[config.mk]
export PLATFORM = sky130hd
export DESIGN_NAME = ebi_cycle_decoder
export DESIGN_NICKNAME = d
export VERILOG_FILES = /design/src/rtl/ebi_pkg.sv /design/src/rtl/ebi_sync_filter.sv /design/src/rtl/ebi_cycle_decoder.sv
export SDC_FILE = /design/constraint.sdc
export NUM_CORES = 1
export LEC_CHECK = 0
export ABC_AREA = 1
export BUFFER_PORTS_ARGS = -buffer_cell sky130_fd_sc_hd__buf_2
export CORE_MARGIN = 4
export CORE_UTILIZATION = 52
export CTS_CLUSTER_DIAMETER = 30
export DETAILED_ROUTE_END_ITERATION = 8
export PLACE_DENSITY = 0.77
export REMOVE_ABC_BUFFERS = 1
export SYNTH_ARGS = -nofsm -noshare
export SYNTH_HDL_FRONTEND = slang
export SYNTH_SLANG_ARGS = --single-unit
export TNS_END_PERCENT = 50
[constraint.sdc]
create_clock -name CLK_50Mhz -period 2.15 [get_ports CLK_50Mhz]
set_input_delay 0.1075 -clock CLK_50Mhz [delete_from_list [all_inputs] [get_ports CLK_50Mhz]]
set_output_delay 0.1075 -clock CLK_50Mhz [all_outputs]
set_load 0.005 [all_outputs]
[src/rtl/ebi_pkg.sv]
// Shared types and constants for the external-bus cycle decoder.
package ebi_pkg;

    localparam int EBI_ADDR_W = 8;
    localparam int EBI_DATA_W = 8;
    localparam int EBI_CNT_W  = 16;

    typedef enum logic [2:0] {
        ST_IDLE      = 3'd0,
        ST_WR_ACT    = 3'd1,
        ST_WR_COMMIT = 3'd2,
        ST_RD_ISSUE  = 3'd3,
        ST_RD_WAIT   = 3'd4,
        ST_RD_HOLD   = 3'd5
    } ebi_state_e;

endpackage

[src/rtl/ebi_sync_filter.sv]
// Single-strobe synchroniser with optional deglitch filter.
// Optional feature macro: EBI_DEGLITCH_EN (filtered level follows the
// synchronised level only after FILT_LEN consecutive stable cycles).
module ebi_sync_filter #(
    parameter int SYNC_STAGES = 2,
    parameter int FILT_LEN    = 3
) (
    input  logic clk_i,
    input  logic rst_i,
    input  logic async_i,
    output logic sync_o
);

`ifdef EBI_DEGLITCH_EN
    localparam bit DEGLITCH = 1'b1;
`else
    localparam bit DEGLITCH = 1'b0;
`endif

    logic [SYNC_STAGES-1:0] sync_q;

    // Metastability chain; resets to the inactive (high) strobe level.
    always_ff @(posedge clk_i or posedge rst_i) begin
        if (rst_i) begin
            sync_q <= '1;
        end else begin
            sync_q <= {sync_q[SYNC_STAGES-2:0], async_i};
        end
    end

    generate
        if (DEGLITCH && (FILT_LEN > 0)) begin : g_filt
            localparam int CW = (FILT_LEN > 1) ? $clog2(FILT_LEN) : 1;
            logic [CW-1:0] cnt_q;
            logic          filt_q;

            // Adopt a new level only after it has persisted FILT_LEN cycles.
            always_ff @(posedge clk_i or posedge rst_i) begin
                if (rst_i) begin
                    cnt_q  <= '0;
                    filt_q <= 1'b1;
                end else if (sync_q[SYNC_STAGES-1] == filt_q) begin
                    cnt_q <= '0;
                end else if (cnt_q == CW'(FILT_LEN - 1)) begin
                    cnt_q  <= '0;
                    filt_q <= sync_q[SYNC_STAGES-1];
                end else begin
                    cnt_q <= cnt_q + CW'(1);
                end
            end

            assign sync_o = filt_q;
        end else begin : g_nofilt
            assign sync_o = sync_q[SYNC_STAGES-1];
        end
    endgenerate

endmodule

[src/rtl/ebi_cycle_decoder.sv]
// External-bus cycle decoder: synchronises CS/WR/RD, turns complete bus
// cycles into single-cycle RAM requests, drives the IOBUF tristate for reads,
// and keeps cycle counters plus a sticky protocol-error flag.
// Optional feature macro: EBI_DEGLITCH_EN (strobe deglitch, see ebi_sync_filter).
module ebi_cycle_decoder
    import ebi_pkg::*;
#(
    parameter int ADDR_W      = EBI_ADDR_W,
    parameter int DATA_W      = EBI_DATA_W,
    parameter int SYNC_STAGES = 2,
    parameter int RD_LAT      = 1,
    parameter int FILT_LEN    = 3
) (
    input  logic              CLK_50Mhz,
    input  logic              RST,
    input  logic              CS,
    input  logic              WR,
    input  logic              RD,
    input  logic [ADDR_W-1:0] address,
    input  logic [DATA_W-1:0] data_in,
    output logic [DATA_W-1:0] data_out,
    output logic              data_T,
    output logic              mem_en,
    output logic              mem_we,
    output logic [ADDR_W-1:0] mem_addr,
    output logic [DATA_W-1:0] mem_wdata,
    input  logic [DATA_W-1:0] mem_rdata,
    input  logic              clr_err,
    output logic              proto_err,
    output logic [15:0]       wr_cnt,
    output logic [15:0]       rd_cnt
);

    localparam int LW = (RD_LAT > 1) ? $clog2(RD_LAT) : 1;

    logic cs_s, wr_s, rd_s;

    ebi_sync_filter #(.SYNC_STAGES(SYNC_STAGES), .FILT_LEN(FILT_LEN)) u_sync_cs (
        .clk_i(CLK_50Mhz), .rst_i(RST), .async_i(CS), .sync_o(cs_s)
    );
    ebi_sync_filter #(.SYNC_STAGES(SYNC_STAGES), .FILT_LEN(FILT_LEN)) u_sync_wr (
        .clk_i(CLK_50Mhz), .rst_i(RST), .async_i(WR), .sync_o(wr_s)
    );
    ebi_sync_filter #(.SYNC_STAGES(SYNC_STAGES), .FILT_LEN(FILT_LEN)) u_sync_rd (
        .clk_i(CLK_50Mhz), .rst_i(RST), .async_i(RD), .sync_o(rd_s)
    );

    ebi_state_e           state_q;
    logic                 mem_en_q, mem_we_q, data_T_q, err_q;
    logic [ADDR_W-1:0]    addr_q;
    logic [DATA_W-1:0]    wdata_q, rdata_q;
    logic [EBI_CNT_W-1:0] wr_cnt_q, rd_cnt_q;
    logic [LW-1:0]        lat_q;

    // Bus-cycle FSM with all outputs registered; a later error assignment
    // overrides the clr_err clear so an error in the clearing cycle sticks.
    always_ff @(posedge CLK_50Mhz or posedge RST) begin
        if (RST) begin
            state_q  <= ST_IDLE;
            mem_en_q <= 1'b0;
            mem_we_q <= 1'b0;
            data_T_q <= 1'b1;
            err_q    <= 1'b0;
            addr_q   <= '0;
            wdata_q  <= '0;
            rdata_q  <= '0;
            wr_cnt_q <= '0;
            rd_cnt_q <= '0;
            lat_q    <= '0;
        end else begin
            mem_en_q <= 1'b0;
            mem_we_q <= 1'b0;
            if (clr_err) begin
                err_q <= 1'b0;
            end
            case (state_q)
                ST_IDLE: begin
                    data_T_q <= 1'b1;
                    if (!cs_s) begin
                        if (!wr_s && !rd_s) begin
                            err_q <= 1'b1;
                        end else if (!wr_s) begin
                            state_q <= ST_WR_ACT;
                            addr_q  <= address;
                            wdata_q <= data_in;
                        end else if (!rd_s) begin
                            state_q  <= ST_RD_ISSUE;
                            addr_q   <= address;
                            mem_en_q <= 1'b1;
                        end
                    end
                end
                ST_WR_ACT: begin
                    if (wr_s) begin
                        state_q  <= ST_WR_COMMIT;
                        mem_en_q <= 1'b1;
                        mem_we_q <= 1'b1;
                    end else if (cs_s || !rd_s) begin
                        state_q <= ST_IDLE;
                        err_q   <= 1'b1;
                    end else begin
                        addr_q  <= address;
                        wdata_q <= data_in;
                    end
                end
                ST_WR_COMMIT: begin
                    wr_cnt_q <= wr_cnt_q + EBI_CNT_W'(1);
                    state_q  <= ST_IDLE;
                end
                ST_RD_ISSUE: begin
                    if (!wr_s) begin
                        state_q  <= ST_IDLE;
                        err_q    <= 1'b1;
                        data_T_q <= 1'b1;
                    end else begin
                        state_q <= ST_RD_WAIT;
                        lat_q   <= '0;
                    end
                end
                ST_RD_WAIT: begin
                    if (!wr_s) begin
                        state_q  <= ST_IDLE;
                        err_q    <= 1'b1;
                        data_T_q <= 1'b1;
                    end else if (lat_q == LW'(RD_LAT - 1)) begin
                        state_q  <= ST_RD_HOLD;
                        rdata_q  <= mem_rdata;
                        data_T_q <= cs_s | rd_s;
                    end else begin
                        lat_q <= lat_q + LW'(1);
                    end
                end
                ST_RD_HOLD: begin
                    if (!wr_s) begin
                        state_q  <= ST_IDLE;
                        err_q    <= 1'b1;
                        data_T_q <= 1'b1;
                    end else if (cs_s || rd_s) begin
                        state_q  <= ST_IDLE;
                        data_T_q <= 1'b1;
                        rd_cnt_q <= rd_cnt_q + EBI_CNT_W'(1);
                    end else begin
                        data_T_q <= 1'b0;
                    end
                end
                default: begin
                    state_q  <= ST_IDLE;
                    data_T_q <= 1'b1;
                end
            endcase
        end
    end

    assign data_out  = rdata_q;
    assign data_T    = data_T_q;
    assign mem_en    = mem_en_q;
    assign mem_we    = mem_we_q;
    assign mem_addr  = addr_q;
    assign mem_wdata = wdata_q;
    assign proto_err = err_q;
    assign wr_cnt    = wr_cnt_q;
    assign rd_cnt    = rd_cnt_q;

endmodule

======== Word-level counts from Yosys, hierarchy flattened ========
Index checks and enable logic that the tools add are counted.
word-level totals
  bits in registers ....................... 70
  input port bits ......................... 30
  output and inout port bits .............. 60
  word-level logic and storage cells ...... 103
cells by class
  add/sub/neg operators ................... 3
  equality and inequality tests ........... 17
  muxes and demuxes ....................... 49
  bitwise gates (word level) .............. 3
  reductions and logical operators ........ 17
operators with widths
  cell                     count
  $mux W8                  11
  $mux W3                  11
  $add A16 B1 Y16 const B  2
  $pmux W8 S2              2
  $mux W1                  20
  $reduce_and A6 Y1        3
  $pmux W3 S5              1
  $ne A2 B2 Y1 const B     6
  $reduce_and A3 Y1        4
  $ne A3 B3 Y1 const B     3
  $eq A3 B2 Y1 const B     2
  $eq A3 B3 Y1 const B     2
  $ne A2 B1 Y1 const B     2
  $pmux W1 S2              2
  $pmux W1 S4              1
  $reduce_bool A2 Y1       2
  $eq A3 B1 Y1 const B     1
  $logic_not A3 Y1         1
  $ne A3 B2 Y1 const B     1
  $pmux W1 S3              1
  $reduce_or A3 Y1         1
  $logic_not A1 Y1         2
  $logic_or A1 B1 Y1       2
  $not A1 Y1               2
  4 further kinds          4

======== Logic depth before layout (Yosys ltp) ========
  depth after elaboration ................. 5
  mapped depth ............................ 9
  mapped depth without buffers ............ 9

======== Hierarchy ========
From an unflattened synthesis, not the netlist that was laid out.
unflattened totals
  cell total of the unflattened synthesis .. 379
  area total of the unflattened synthesis .. 3254.4 µm²
by module, submodules not included
  module             times used  cells each  area an instance (µm²)  sequential area each (µm²)
  ebi_cycle_decoder  1           370         3085.5                  1577.8
  ebi_sync_filter    3           3           56.3                    52.6

======== Least setup slack after synthesis ========
OpenSTA, ideal clock, no wires.
  kind .................................... reg-to-reg
  start point ............................. reg u_sync_wr.sync_q[1]
  end point ............................... reg addr_q[0], in the netlist mem_addr[0]
  library setup time ...................... 0.117 ns
  arrival time ............................ 1.339 ns
  data required time ...................... 2.033 ns
  slack ................................... 0.693 ns
  cell stages (with the launch flop) ...... 7
  path buffers ............................ 1
  period minus slack after synthesis ...... 1.457 ns
  path through ............................ dfstp_2 > buf_4 > o21ai_1 > o21ai_2 > nand3_2 > nand2_1 > nand2_1
on the way
  longest elaborated chain between the ends .. 4
  elaborated cells between the ends (all ways) .. 10
  classes of those cells .................. 3 x eq/ne; 4 x mux; 3 x reduce/logical
ends and longest elaborated chain
  what                                                     line                      text
  from (decl)                                              ebi_sync_filter.sv:20     logic [SYNC_STAGES-1:0] sync_q;
  from (signal assigned)                                   ebi_sync_filter.sv:27     sync_q <= {sync_q[SYNC_STAGES-2:0], async_i};
  $mux W8 / $logic_not A1 Y1 (equally long branches)       n/a
  $mux W8 / $logic_and A1 B1 Y1 (equally long branches)    ebi_cycle_decoder.sv:80   if (!wr_s && !rd_s) begin
  $mux W8 / $ne A2 B2 Y1 (equally long branches)           n/a
  $pmux W8 S2 / $reduce_and A6 Y1 (equally long branches)  n/a
  to (signal assigned)                                     ebi_cycle_decoder.sv:84   addr_q <= address;
  to (signal assigned)                                     ebi_cycle_decoder.sv:88   addr_q <= address;
  to (signal assigned)                                     ebi_cycle_decoder.sv:102  addr_q <= address;
  to (decl)                                                ebi_cycle_decoder.sv:50   logic [ADDR_W-1:0] addr_q;
Several ways; a longest one is shown, not always the timed one. The select of a mux whose other input is x is not followed.
A chain may end at the register's enable or synchronous reset.

======== Final worst setup path ========
  start point ............................. reg u_sync_wr.sync_q[1]
  end point ............................... reg addr_q[5], in the netlist mem_addr[5]
The elaborated chain is that of the path after synthesis.

==> summary.md <==
| Metric | Value |
|---|---|
| Syn_area_per_cell | about 9 um^2 |
| Synthesis-to-finish area growth | 25.4% |
| Number of routed nets with antenna violations | 0 |
| Vias per std cell | approximately 5 |
| Cell accounting for the most synthesized area | dfrtp_1 |
| Hold Crit Class | input port to flip-flop |
| Critical path required time | 2.37 ns |
| I/O pins | 90 |
| Most frequent cells after synthesis | nand2_1 (117), dfrtp_1 (62), inv_1 (42), nor2_1 (33), nand4_1 (18) |
| Largest net degree at the start of global routing | 70 |
| Die H | between 80 and 90 um |
| Vias after detailed routing | approximately 2,800 |
| Max Freq | a little under 600 MHz |
| Ys Warns | 0 |
| Inserted Diodes | 0 |
| CP arrival | about 1.9 ns |
| Die X | 88.1 um |
| Worst-Margin Slew | just over 0.4 ns |
| RSZ-0062 raised after global routing | no |
| Slew margin rel. | 72.7% |
| CP endpoint kind | flip-flop |
| CTS root buf | clkbuf_8 |
| Post-synthesis cell area | approximately 3300 um^2 |
| Kind of critical path | flip-flop to flip-flop |
| Placed inst area | 3850 um^2 |
| Starting density of the core | 55.0% |
| Final Max Tran Viols | 0 |
| FF+latch count, synth | 69 |
| Sink Count | around 70 |
| Area of the die | between 7000 and 8000 um^2 |
| Worst-path clk slew | about 0.07 ns |
| DR DRC count | 0 |
| Period minus WS final | 1.69 ns |
| Routed WL per cell | 12.7 um |
| Crit-path most repeated cell | nand2_1 |
| TritonCTS clock tree | yes |
| Setup tns final | 0 ns |
| CORE AREA | a little over 6000 um^2 |
| 1st-pass router iterations | 4 |
| Final Cell Area | ~4200 um^2 |
| Max incr delay on CP | between 0.6 and 0.7 ns |
| Startpoint types | flip-flop |
| Final worst path period share | ~79% |
| Endpoints failing setup | 0 |
| Iter 0 DRT Violations | between 100 and 150 |
| EDFF count, synth | 0 |
| CTS resizes | 0 |
| Final hold violation count | 0 |
| Post-synth top flop | dfrtp_1 |
| Hpwl dp | a little over 5 mm |
| Pwr dens | 967 nW/um^2 |
| Worst path cell trace | o21ai_1 -> o21ai_2 -> nand3_2 -> nand2_1 -> nand2_1 |
| Status | completed |
| Max-Cap Viols | 0 |
| Vias in the first global route | roughly 2,700 |
| Sequential share of the synthesized area | a little over half |
| FP Rows | 28 |
| H-Tree Depth | 3 |
| Leak | 0.00216 uW |
| Port Buffers | 89 |
| Total wire length | around 7.1 mm |
| Total track usage | between 15 and 20% |
| Initial antenna violation count | 0 |
| Async set-reset flop share out of synthesis | 100% |
| Share of Yosys cell area claimed by the top area cell type | between 40 and 50% |
| Clock Latency Late Sink | 0.33 ns |
| Syn Inst Count | 370 |
| Number of fill cells | 492 |
| Total CTS buffers | 9 |
| Post-synth cell types | 35 |
| Layout cell share with drive strength beyond 1 | between 30% and 40% |
| Worst VDD drop | about 0.00065 V |
| Most frequent cell after synthesis | nand2_1 |
| Clock Path Buffers | 2 |
| Final Wtd Congestion | approximately 0.87 |
| Final setup skew | roughly 0.0064 ns |
| Nets | between 500 and 600 |
| Overflow after GRT | 0 |
| Crit path max fanout | 10 |
| Slowest stage cell, crit path | dfstp_2 |
| Synth top area cells | dfrtp_1 (47%), nand2_1 (13%), dfstp_2 (5.5%), inv_1 (4.7%), nor2_1 (3.7%) |
| Global-route wire length before repair | 11.9 mm |
logic make-up (layout without fill, tap and decap cells):
logic type,Yosys count,after routing,synth area share (%)
simple gates,198,198,27.9
fa+ha+maj,2,2,0.750
buf+inv,50,168,6.53
compound gates,24,24,5.14
xor+xnor,19,19,4.99
mux,8,8,2.70
flops,69,69,52.0
layout make-up:
cell class,instances,area [um^2],area share (%)
Sequential cell,69,1740,41.5
Tap cell,75,93.8,2.24
Clock buffer,15,166,3.98
Inverter,46,174,4.16
Timing Repair Buffer,106,626,15.0
Multi-Input combinational cell,251,1380,33.1
Clock inverter,1,5.00,0.120
layout by cell type (no fill, tap or decap), drive strengths merged:
master and instances:
o21bai 1, nand3b 2, mux2 8, a31oi 1
a21boi 1, clkinv 2, dfrtp 62, ha 2
nand2 120, a21oi 3, xnor2 8, clkbuf 15
nor3 2, nand3 14, dlygate4sd3 16, nand4 18
dfstp 7, buf 90, inv 45, o21ai 18
nor2 40, nor3b 1, and2 1, xor2 11
power breakdown:
part	internal [uW]	switching (uW)
Sequential	1630	221
Combinational	561	713
Clock	483	444
Total	2670	1380
sequential cells by signal (all words and copies together) (netlist names):
signal            cells
mem_addr              8
rd_cnt               16
proto_err             1
mem_wdata             8
u_sync_rd.sync_q      2
data_out              8
mem_we                1
u_sync_wr.sync_q      2
state_q               3
data_T                1
u_sync_cs.sync_q      2
mem_en                1
wr_cnt               16
through the flow:
stage	instances	utilization, %	hold slack, ns	power (uW)	worst slack (ns)
floorplan	366	-	0.112	2620	0.314
global placement	531	63.5	0.209	3080	0.581
detailed placement	531	63.5	0.215	3130	0.486
CTS	563	69.0	0.00268	4090	0.460
global route	563	69.0	0.0166	4340	0.301
finish	563	69.0	0.0113	4050	0.461
timing repair:
action                                  in CTS  in global routing
endpoints found under the setup margin       0                  0
endpoints found under the hold margin       77                  0
setup buffers                                0                  0
hold buffers                                16                  0
layer usage:
metal,GRT usage [%],part of all wire [%]
met2,32.2,49
met1,25.5,44
met5,0,0
met3,4.61,6.5
met4,8.24,1.1
final timing paths:
path | start | endpoint | slack (ns) | cells after the start
min in group asynchronous | RST | mem_wdata[5] | 0.39 | 4
hold / removal | clr_err | proto_err | 0.01 | 4
max in group asynchronous | RST | u_sync_rd.sync_q[1] | 1.44 | 4
hold reg to reg | u_sync_cs.sync_q[0] | u_sync_cs.sync_q[1] | 0.36 | 0
setup reg to reg | u_sync_wr.sync_q[1] | mem_addr[5] | 0.46 | 5
setup / recovery | u_sync_wr.sync_q[1] | mem_addr[5] | 0.46 | 5
critical path, delay by kind of cell, from the launching register on:
kind	cells	cell delay [ns]
flip-flops	1	0.66
AO/OA/AOI/OAI	2	0.50
AND/OR/NAND/NOR	3	0.41
No activity file was read; power rests on OpenSTA's default activity.
